==> src/rtl/sr_latch_driver.sv <==
// sr_latch_driver: clocked command front-end for an SR latch.
// Turns single set/reset requests into width-controlled, mutually exclusive
// s or r pulses, then watches the latch q feedback and reports done or err.
// Optional build macro: SR_SKIP_REDUNDANT_EN. When defined, a command whose
// target value already shows on q_fb completes immediately without a pulse.
module sr_latch_driver #(
    parameter int PULSE_W = 2,  // cycles s or r is held high per command
    parameter int GAP_W   = 1,  // idle cycles after the pulse before checking
    parameter int TIMEOUT = 4,  // q_fb samples taken before giving up
    parameter int CNT_W   = 4   // counter width
) (
    input  logic clk,
    input  logic rst_n,
    input  logic req_valid,
    input  logic req_op,
    output logic req_ready,
    output logic s,
    output logic r,
    input  logic q_fb,
    output logic busy,
    output logic done,
    output logic err
);

    // Parameter sanity: a bad configuration stops elaboration.
    localparam int MAX_CNT = (PULSE_W > GAP_W)
                           ? ((PULSE_W > TIMEOUT) ? PULSE_W : TIMEOUT)
                           : ((GAP_W > TIMEOUT) ? GAP_W : TIMEOUT);

    if (PULSE_W < 1) begin : g_bad_pulse
        $error("sr_latch_driver: PULSE_W must be at least 1");
    end
    if (GAP_W < 0) begin : g_bad_gap
        $error("sr_latch_driver: GAP_W must not be negative");
    end
    if (TIMEOUT < 1) begin : g_bad_timeout
        $error("sr_latch_driver: TIMEOUT must be at least 1");
    end
    if (CNT_W < 1 || MAX_CNT > (1 << CNT_W)) begin : g_bad_cnt
        $error("sr_latch_driver: CNT_W too small for the configured counts");
    end

    // Counter reload values. Every state counts down to zero, so a state that
    // lasts N cycles loads N-1. The first q_fb sample is taken on the edge that
    // leaves the pulse/gap phase, so CHECK only has TIMEOUT-1 samples left.
    localparam logic [CNT_W-1:0] PULSE_LOAD = CNT_W'(PULSE_W - 1);
    localparam logic [CNT_W-1:0] GAP_LOAD   = CNT_W'((GAP_W > 0) ? GAP_W - 1 : 0);
    localparam logic [CNT_W-1:0] CHK_LOAD   = CNT_W'((TIMEOUT > 1) ? TIMEOUT - 2 : 0);
    localparam logic [CNT_W-1:0] CNT_ONE    = CNT_W'(1);
    localparam logic [CNT_W-1:0] CNT_ZERO   = '0;

    typedef enum logic [1:0] {
        IDLE  = 2'd0,
        PULSE = 2'd1,
        GAP   = 2'd2,
        CHECK = 2'd3
    } state_t;

    state_t           state;
    logic [CNT_W-1:0] cnt;
    logic             op;

    logic cnt_zero;
    logic check_now;
    logic last_try;
    logic match;
    logic skip;

    assign cnt_zero = (cnt == CNT_ZERO);
    assign match    = (q_fb == op);

    // A q_fb sample is taken on the last gap edge (or the last pulse edge when
    // there is no gap) and on every CHECK edge; this keeps done/err registered
    // while still landing in cycle E0+PULSE_W+GAP_W+1 for an ideal latch.
    assign check_now = ((state == GAP) && cnt_zero)
                    || ((state == PULSE) && cnt_zero && (GAP_W == 0))
                    || (state == CHECK);

    // Outside CHECK the sample being taken is the first one.
    assign last_try = (state == CHECK) ? cnt_zero : (TIMEOUT == 1);

`ifdef SR_SKIP_REDUNDANT_EN
    // The latch already holds the requested value: nothing to drive.
    assign skip = (q_fb == req_op);
`else
    assign skip = 1'b0;
`endif

    // Command FSM with registered latch drives and status outputs.
    always_ff @(posedge clk or negedge rst_n) begin
        if (!rst_n) begin
            state     <= IDLE;
            cnt       <= CNT_ZERO;
            op        <= 1'b0;
            s         <= 1'b0;
            r         <= 1'b0;
            busy      <= 1'b0;
            req_ready <= 1'b1;
            done      <= 1'b0;
            err       <= 1'b0;
        end else begin
            done <= 1'b0;
            err  <= 1'b0;

            case (state)
                IDLE: begin
                    if (req_valid) begin
                        op <= req_op;
                        if (skip) begin
                            done <= 1'b1;
                        end else begin
                            state     <= PULSE;
                            cnt       <= PULSE_LOAD;
                            s         <= req_op;
                            r         <= ~req_op;
                            busy      <= 1'b1;
                            req_ready <= 1'b0;
                        end
                    end
                end

                PULSE: begin
                    if (!cnt_zero) begin
                        cnt <= cnt - CNT_ONE;
                    end else begin
                        s <= 1'b0;
                        r <= 1'b0;
                        if (GAP_W > 0) begin
                            state <= GAP;
                            cnt   <= GAP_LOAD;
                        end
                    end
                end

                GAP: begin
                    if (!cnt_zero) begin
                        cnt <= cnt - CNT_ONE;
                    end
                end

                CHECK: begin
                    s <= 1'b0;
                    r <= 1'b0;
                end

                default: begin
                    state     <= IDLE;
                    cnt       <= CNT_ZERO;
                    s         <= 1'b0;
                    r         <= 1'b0;
                    busy      <= 1'b0;
                    req_ready <= 1'b1;
                end
            endcase

            // Feedback evaluation overrides the sequencing above when a sample
            // is due: finish on a match, give up on the last sample, else wait.
            if (check_now) begin
                if (match) begin
                    done      <= 1'b1;
                    state     <= IDLE;
                    cnt       <= CNT_ZERO;
                    busy      <= 1'b0;
                    req_ready <= 1'b1;
                end else if (last_try) begin
                    err       <= 1'b1;
                    state     <= IDLE;
                    cnt       <= CNT_ZERO;
                    busy      <= 1'b0;
                    req_ready <= 1'b1;
                end else if (state == CHECK) begin
                    cnt <= cnt - CNT_ONE;
                end else begin
                    state <= CHECK;
                    cnt   <= CHK_LOAD;
                end
            end
        end
    end

    // The forbidden latch input and a simultaneous done/err must never occur.
    a_no_forbidden: assert property (@(posedge clk) !(s && r));
    a_done_err_excl: assert property (@(posedge clk) !(done && err));

endmodule

==> config.mk <==
export PLATFORM = sky130hd
export DESIGN_NAME = sr_latch_driver
export DESIGN_NICKNAME = d
export VERILOG_FILES = /design/src/rtl/sr_latch_driver.sv
export SDC_FILE = /design/constraint.sdc
export NUM_CORES = 1
export LEC_CHECK = 0
export CELL_PAD_IN_SITES_DETAIL_PLACEMENT = 0
export CELL_PAD_IN_SITES_GLOBAL_PLACEMENT = 2
export CORE_UTILIZATION = 34
export DETAILED_ROUTE_END_ITERATION = 12
export PLACE_DENSITY = 0.84
export SLEW_MARGIN = 5
export SYNTH_ARGS = -nofsm -noshare
export SYNTH_HDL_FRONTEND = slang
export SYNTH_SLANG_ARGS = --single-unit
==> constraint.sdc <==
create_clock -name clk -period 2.3 [get_ports clk]
set_input_delay 0.345 -clock clk [delete_from_list [all_inputs] [get_ports clk]]
set_output_delay 0.345 -clock clk [all_outputs]
set_load 0.005 [all_outputs]
Word-level counts from Yosys, hierarchy flattened. Index checks and enable logic that the tools add are counted.

Add/subtract/negate cells: 1. Reductions and logical operators: 9. Muxes and demuxes: 36. Bitwise logic cells: 1. Equal/unequal tests: 8.

Operator list (number): 4-bit two-way mux (7); 1-bit two-way mux (19); 2-bit two-way mux (6); 4-bit one-hot mux with 3 select lines (1); 3-bit != test, second input constant (2); 1-bit one-hot mux with 3 select lines (2); 3-bit AND reduction (2); 2-bit equality test, second input constant (2); 4-bit zero test (1); 2-bit != test, second input constant (2); 2-bit one-hot mux with 2 select lines (1); 4-bit nonzero test (1); 4-bit by 1-bit subtractor with 4-bit output, second input constant (1); 3-bit nonzero test (1); 2-bit by 1-bit equality test with 1-bit output, second input constant (1); 2-bit zero test (1); 2-bit AND reduction (1); 1-bit equality test (1); 1-bit logical AND (1); 1-bit logical OR (1); 1-bit NOT (1).

Bits of input ports: 5. Output and inout bits: 6. Bits in registers: 13. Logic and storage cells: 64.

Depth between registers and ports, before layout.
Depth after elaboration: 7. Mapped depth: 7.

Least setup slack after synthesis. No wires, ideal clock.

Path kind: register to register. Start: register cnt[0]. End: register r. Path slack: 487 ps. Library setup time: 125 ps. Arrival time: 1688 ps. Required time: 2175 ps. Period minus slack after synthesis: 1813 ps. Cell stages (with the launch flop): 7. Cell sequence: dfrtp_1 inv_1 ha_1 or3b_1 buf_6 a221oi_4 mux2_4.

Word-level cells in the longest chain between the ends: 3.

RTL lines: start, declared (RTL line 60) `logic [CNT_W-1:0] cnt;`; start signal, assigned (RTL line 124) `cnt <= cnt - CNT_ONE;`; start signal, assigned (RTL line 137) `cnt <= cnt - CNT_ONE;`; start signal, assigned (RTL line 172) `cnt <= cnt - CNT_ONE;`; 4-bit zero test (RTL line 69) `assign cnt_zero = (cnt == CNT_ZERO);`; 2-bit != test (no line); 3-bit AND reduction (no line); end signal, assigned (RTL line 115) `r <= ~req_op;`; end, declared (RTL line 18) `output logic r,`.

No other way between the ends. A chain may end at the register's enable or synchronous reset.

Worst setup path after layout. Same ends and word-level chain as after synthesis.

==> impl_metrics.py <==
metrics = {
    "routing": {
        "viasPerCell": 5.51,
        "detail-route-antenna-nets": 0,
        "routed_wl_um": 1980,
        "drt-wirelength-per-cell_um": 14.8,
        "drc": 0,
        "dr.pass1.iters": 4,
        "num_vias": 739,
        "drt_iter0_markers": 20,
    },
    "finish": {
        "fillCellCount": 243,
        "drive_above_1_share_pct": 15.4,
        "post-route-cell-area_sq_um": 1070,
        "antenna_cells": 0,
        "multiInputGateArea_sq_um": 523,
        "regArea_sq_um": 327,
        "layout.nets": 118,
        "area_delta_synth_final_pct": 17.4,
    },
    "floorplan": {
        "dieArea_sq_um": 2880,
        "core_region_area_sq_um": 2500,
        "rows": 18,
        "die_height_um": 53.7,
        "die_w_um": 53.7,
        "start_util_pct": 36.3,
        "ios": 11,
    },
    "sta": {
        "fmax_ghz": 0.483,
        "fin_crit_sh_pct": 90.0,
        "post-route-min-period_ns": 2.07,
        "grt_setup_unrepaired": "false",
        "max_slew.worst_pin.slew_ns": 0.620,
        "slew_headroom_pct": 58.5,
        "clock-skew-final_ns": 0.00807,
        "setup_viol": 0,
        "hold_viol": 0,
        "fin_setup_tns_ns": 0,
        "maxSlewViolCount": 0,
    },
    "clock_tree": {
        "cts_tree": "built",
        "hold_buffers": 0,
        "cts_buffers": 3,
        "cts_resized": 0,
        "h-tree-depth": 1,
        "clkSinkCount": 13,
        "cts_max_path_buffers": 2,
        "postCtsSetupBuffers": 0,
        "insertion_delay_ns": 0.28,
        "cts_root_buf": "clkbuf_4",
        "clkSlewWorstSetupHoldPaths_ns": 0.09,
    },
    "global_routing": {
        "overflow": 0,
        "track_usage_pct": 15.8,
        "grt_pass1_wl_um": 3230,
        "antenna_found_initial": 0,
        "grt_max_degree": 14,
        "grt_pass1_vias": 692,
    },
    "logic_synthesis": {
        "synth_flop_cell": "dfrtp_1",
        "postSynthCellCount": 91,
        "synth_seq_area_share_pct": 36.0,
        "syn-num-nets": 104,
        "synth_top_area_share_pct": 33.1,
        "netlist_area_sq_um": 908,
        "yosysWarnings": 0,
        "yosys.area.top_type": "dfrtp_1",
        "synth_edf_count": 0,
        "ys_async_sr_fraction_pct": 100,
        "avgSynthCellArea_sq_um": 9.98,
        "synth_area_leaders": "dfrtp_1 (33%), ha_1 (11%), nand3_1 (4.4%), a221oi_4 (2.9%), dfstp_2 (2.9%)",
        "ys_types": 39,
        "synth-seq-cells": 13,
    },
    "placed_design": {
        "port_buffers": 10,
        "dp_hpwl_um": 1470,
        "place.gp.congestion": 0.814,
        "placed_cell_area_sq_um": 1040,
    },
    "worst_setup_path": {
        "cpLargestDelayFamily": "simple AND/OR/NAND/NOR gates",
        "rrSetupSlack_ns": 0.23,
        "crit_arrival_ns": 2.24,
        "start_kind": "flop",
        "r2r-start": "cnt[0]",
        "cp-startpoint": "cnt[0]",
        "cp.required_ns": 2.47,
        "crit_path_end_kind": "flop",
        "crit_chain": "inv_1 > ha_1 > or3b_1 > a221oi_4 > mux2_4",
        "rr_worst_depth": 5,
        "reg2reg_to": "r",
        "crit_fanout": 10,
        "cp_slowest_cell": "or3b_1",
        "crit_buf_inv": 1,
        "slowest_delay_ns": 0.55,
        "criticalPathCategory": "flop to flop",
    },
    "power_and_ir_drop": {
        "p_comb_share_pct": 63.4,
        "clock_power_share_pct": 9.2,
        "seq_power_share_pct": 27.3,
        "peakVddDrop_v": 0.000714,
        "p_leak_uw": 0.000481,
        "p_sw_uw": 724,
        "swShare_pct": 44.5,
        "pwr_density_cell_nw_per_um2": 1530,
        "internal_power_uw": 903,
    },
    "job": {
        "cap_violations": 0,
    },
    "hold_path": {
        "hold_path.class": "input port to async pin",
    },
    "status": {
        "status": "completed",
    },
}
cell usage in the layout, fill, tap and decap left out, types with 4 or more instances in the layout:
cell type and count:
clkdlybuf4s50_1 10, dfrtp_1 12, ha_1 8, inv_1 7
nand3_1 8, nor2_1 5, o21ai_0 4
layer usage:
| metal | vias up | GRT usage, % | routed length, um |
|---|---|---|---|
| met4 | 0 | 4.39 | 47 |
| met5 | - | 0 | 0 |
| met3 | 8 | 3.95 | 77 |
| li1 | 366 | - | - |
| met2 | 21 | 23.7 | 877 |
| met1 | 344 | 22.3 | 976 |
cell usage after synthesis, types with 3 or more instances:
master	n
o2111ai_1	3
a21o_2	3
a21oi_1	3
inv_1	7
nand3_1	8
nor2_1	5
dfrtp_1	12
o21ai_0	4
nand2_1	3
ha_1	8
final cells by class:
class                      count  share of cell area [%]
inverter                       8                    2.82
multi-input combinational     66                    49.1
timing repair buffer          13                    11.5
sequential                    13                    30.6
tap                           30                    3.52
clock buffer                   4                    2.46
stage by stage:
| stage | instances | total power (uW) | worst slack (ns) | utilization [%] | hold slack (ns) |
|---|---|---|---|---|---|
| finish | 134 | 1630 | 0.230 | 42.6 | 0.441 |
| global route | 134 | 1770 | 0.143 | 42.6 | 0.484 |
| global placement | 130 | 1470 | 0.240 | 41.6 | 0.487 |
| detailed placement | 130 | 1470 | 0.252 | 41.6 | 0.501 |
| CTS | 134 | 1630 | 0.234 | 42.6 | 0.472 |
| floorplan | 91 | 1200 | 0.487 | - | 0.0494 |
cells by family after synthesis:
kind of cell / after synthesis / synth area share [%]
fa+ha+maj: 8 / 11.0
buf+inv: 12 / 6.47
simple gates: 27 / 16.9
xor+xnor: 2 / 1.93
flops: 13 / 36.0
mux: 5 / 6.34
compound gates: 24 / 21.4
worst max path at each step:
stage / depth (start not counted) / endpoint
after floorplan: 6 / r
after CTS: 5 / r
after detailed placement: 5 / r
after global routing: 5 / r
after global placement: 5 / r
final: 5 / r
power by group through the flow:
stage,combinational (uW),sequential [uW],clock [uW]
after floorplan,770,429,0
after global placement,1030,441,0
after detailed placement,1030,446,0
after CTS,1030,444,149
after global routing,1150,461,162
final,1030,445,150
No activity file was read; power rests on OpenSTA's default activity.
==> RTL change: new RTL, same flow settings <==
`CNT_W`: 4 -> 3.
--- a/src/rtl/sr_latch_driver.sv
+++ b/src/rtl/sr_latch_driver.sv
@@ -8,5 +8,5 @@
     parameter int GAP_W   = 1,  // idle cycles after the pulse before checking
     parameter int TIMEOUT = 4,  // q_fb samples taken before giving up
-    parameter int CNT_W   = 4   // counter width
+    parameter int CNT_W   = 3   // counter width
 ) (
     input  logic clk,
Formal check against the unedited RTL: same outputs for any inputs over 10 cycles, from zero or initial values and one cycle with rst_n low; that may be too few to reach the edited logic, so the function may still have changed.
==> RTL change against the unedited design <==
Clock skew rose by 1.6 ps; combinational power fell by 34%; largest cell class unchanged; sequential power fell by 16%; first-iteration DRC count did not move; worst setup slack improved by 150 ps; core utilization rose by 1.1 points; sequential cell count fell by 1; hold slack got worse by 21 ps; highest routed layer unchanged; total power fell by 27%; synthesized area fell by 19%; final area fell by 18%; wire length fell by 30%.
==> RTL change: results (changes against the unedited design) <==
| Metric | Value |
|---|---|
| Outcome | complete, no violations |
| XOR/XNOR share of the synthesized area | 2.39% (+0.46 points) |
| Post-layout net count | 99 (-16%) |
| First-pass GRT wire length | 2440 um (-25%) |
| Drt initial violations | 20 (unchanged) |
| Post-Syn Nets | 87 (-16%) |
| Slowest stage cell, crit path | dfrtp_1 |
| RD Place Congestion | 0.778 (-4.4%) |
| Met2 usage | 21.1% (-2.5 points) |
| Worst IR Drop VDD | 0.552 mV (-23%) |
| Layout cells sized above 1 | 9.30% (-6.1 points) |
| Met3 wire len | 51 um (-34%) |
| GR met3 Demand/Resource | 4.72% (+0.76 points) |
| Sequential fraction of the synthesis area | 41.1% (+5.1 points) |
| Switch Pwr | 0.492 mW (-32%) |
| Worst R2R Path Depth | 5 (unchanged) |
| Crit-path max FO | 9 (-1) |
| Hpwl dp | 1040 um (-30%) |
| Critical path arrival | 2100 ps (-140 ps) |
| GRT met1 Usage | 18.1% (-4.2 points) |
| H-tree levels | 1 (unchanged) |
| Vias post-DR | 579 (-22%) |
| Vias in the first global route | 553 (-20%) |
| Worst-Margin Slew | 566 ps (-54.4 ps) |
| Min Hold Slack | 420 ps (-21.0 ps) |
| DP Cell Count | 109 (-16%) |
| Routed length on met2 | 642 um (-27%) |
| Final Skew | 9.67 ps (+1.60 ps) |
| Worst-Skew Late Latency | 280 ps (about the same) |
| Yosys warnings | 0 (unchanged) |
| CP delay by family, top | compound AO/OA/AOI/OAI gates |
| Post-synth top cells | 11 x dfrtp_1, 9 x a21oi_1, 7 x ha_1 |
| Pre-CTS setup slack | 384 ps (+132 ps) |
| P&R area growth vs syn | 19.3% |
| Post-Syn Instances | 75 (-18%) |
| Main area contributors after synthesis | dfrtp_1 37%, ha_1 12%, a21oi_1 6.1%, mux2_2 6.1%, dfstp_2 3.6% |
| Routed WL | 1390 um (-30%) |
| Fill cell count | 204 (-16%) |
| DR top layer | met4 |
| Adder-cell share of the synthesized area | 11.9% (+0.91 points) |
| Mux cell area share after synthesis | 6.13% (-0.20 points) |
| Unique masters post-synth | 30 (-23%) |
| Leak Pwr | 0.392 nW (-19%) |
| Met1 wire length | 683 um (-30%) |
| Post-synthesis compound-gate area fraction | 18.1% (-3.3 points) |
| DR pass1 iterations | 4 (unchanged) |
| Crit path largest cell delay | 430 ps (-120 ps) |
| Register-to-register path setup slack | 380 ps (+150 ps) |
| Cell Area, Placed | 850 sq um (-18%) |
| R2R Path End | cnt[2] |
| Overall fraction of global-route tracks in use | 13.7% (-2.1 points) |
| Vias/cell | 5.12 (-7.1%) |
[RTL change: power by group through the flow]
stage | sequential [mW] | clock, mW | combinational, mW
after floorplan | 0.368 | 0 | 0.499
after global placement | 0.375 | 0 | 0.683
after detailed placement | 0.377 | 0 | 0.672
after CTS | 0.373 | 0.146 | 0.678
after global routing | 0.385 | 0.158 | 0.761
final | 0.372 | 0.141 | 0.675
[RTL change: worst max path at each step]
| stage | slack, ps | endpoint | cells past startpoint | startpoint |
|---|---|---|---|---|
| floorplan | 470 | cnt[2] | 6 | flop |
| global placement | 430 | cnt[2] | 5 | flop |
| detailed placement | 380 | cnt[2] | 5 | flop |
| CTS | 380 | cnt[2] | 5 | flop |
| global route | 270 | cnt[2] | 5 | flop |
| finish | 380 | cnt[2] | 5 | flop |
[RTL change: area by class of cell]
type,count,area share (%)
Multi-Input combinational cell,55,45.1
Inverter,5,2.14
Timing Repair Buffer,10,11.4
Clock buffer,4,3.00
Sequential cell,12,34.4
Tap cell,27,3.86
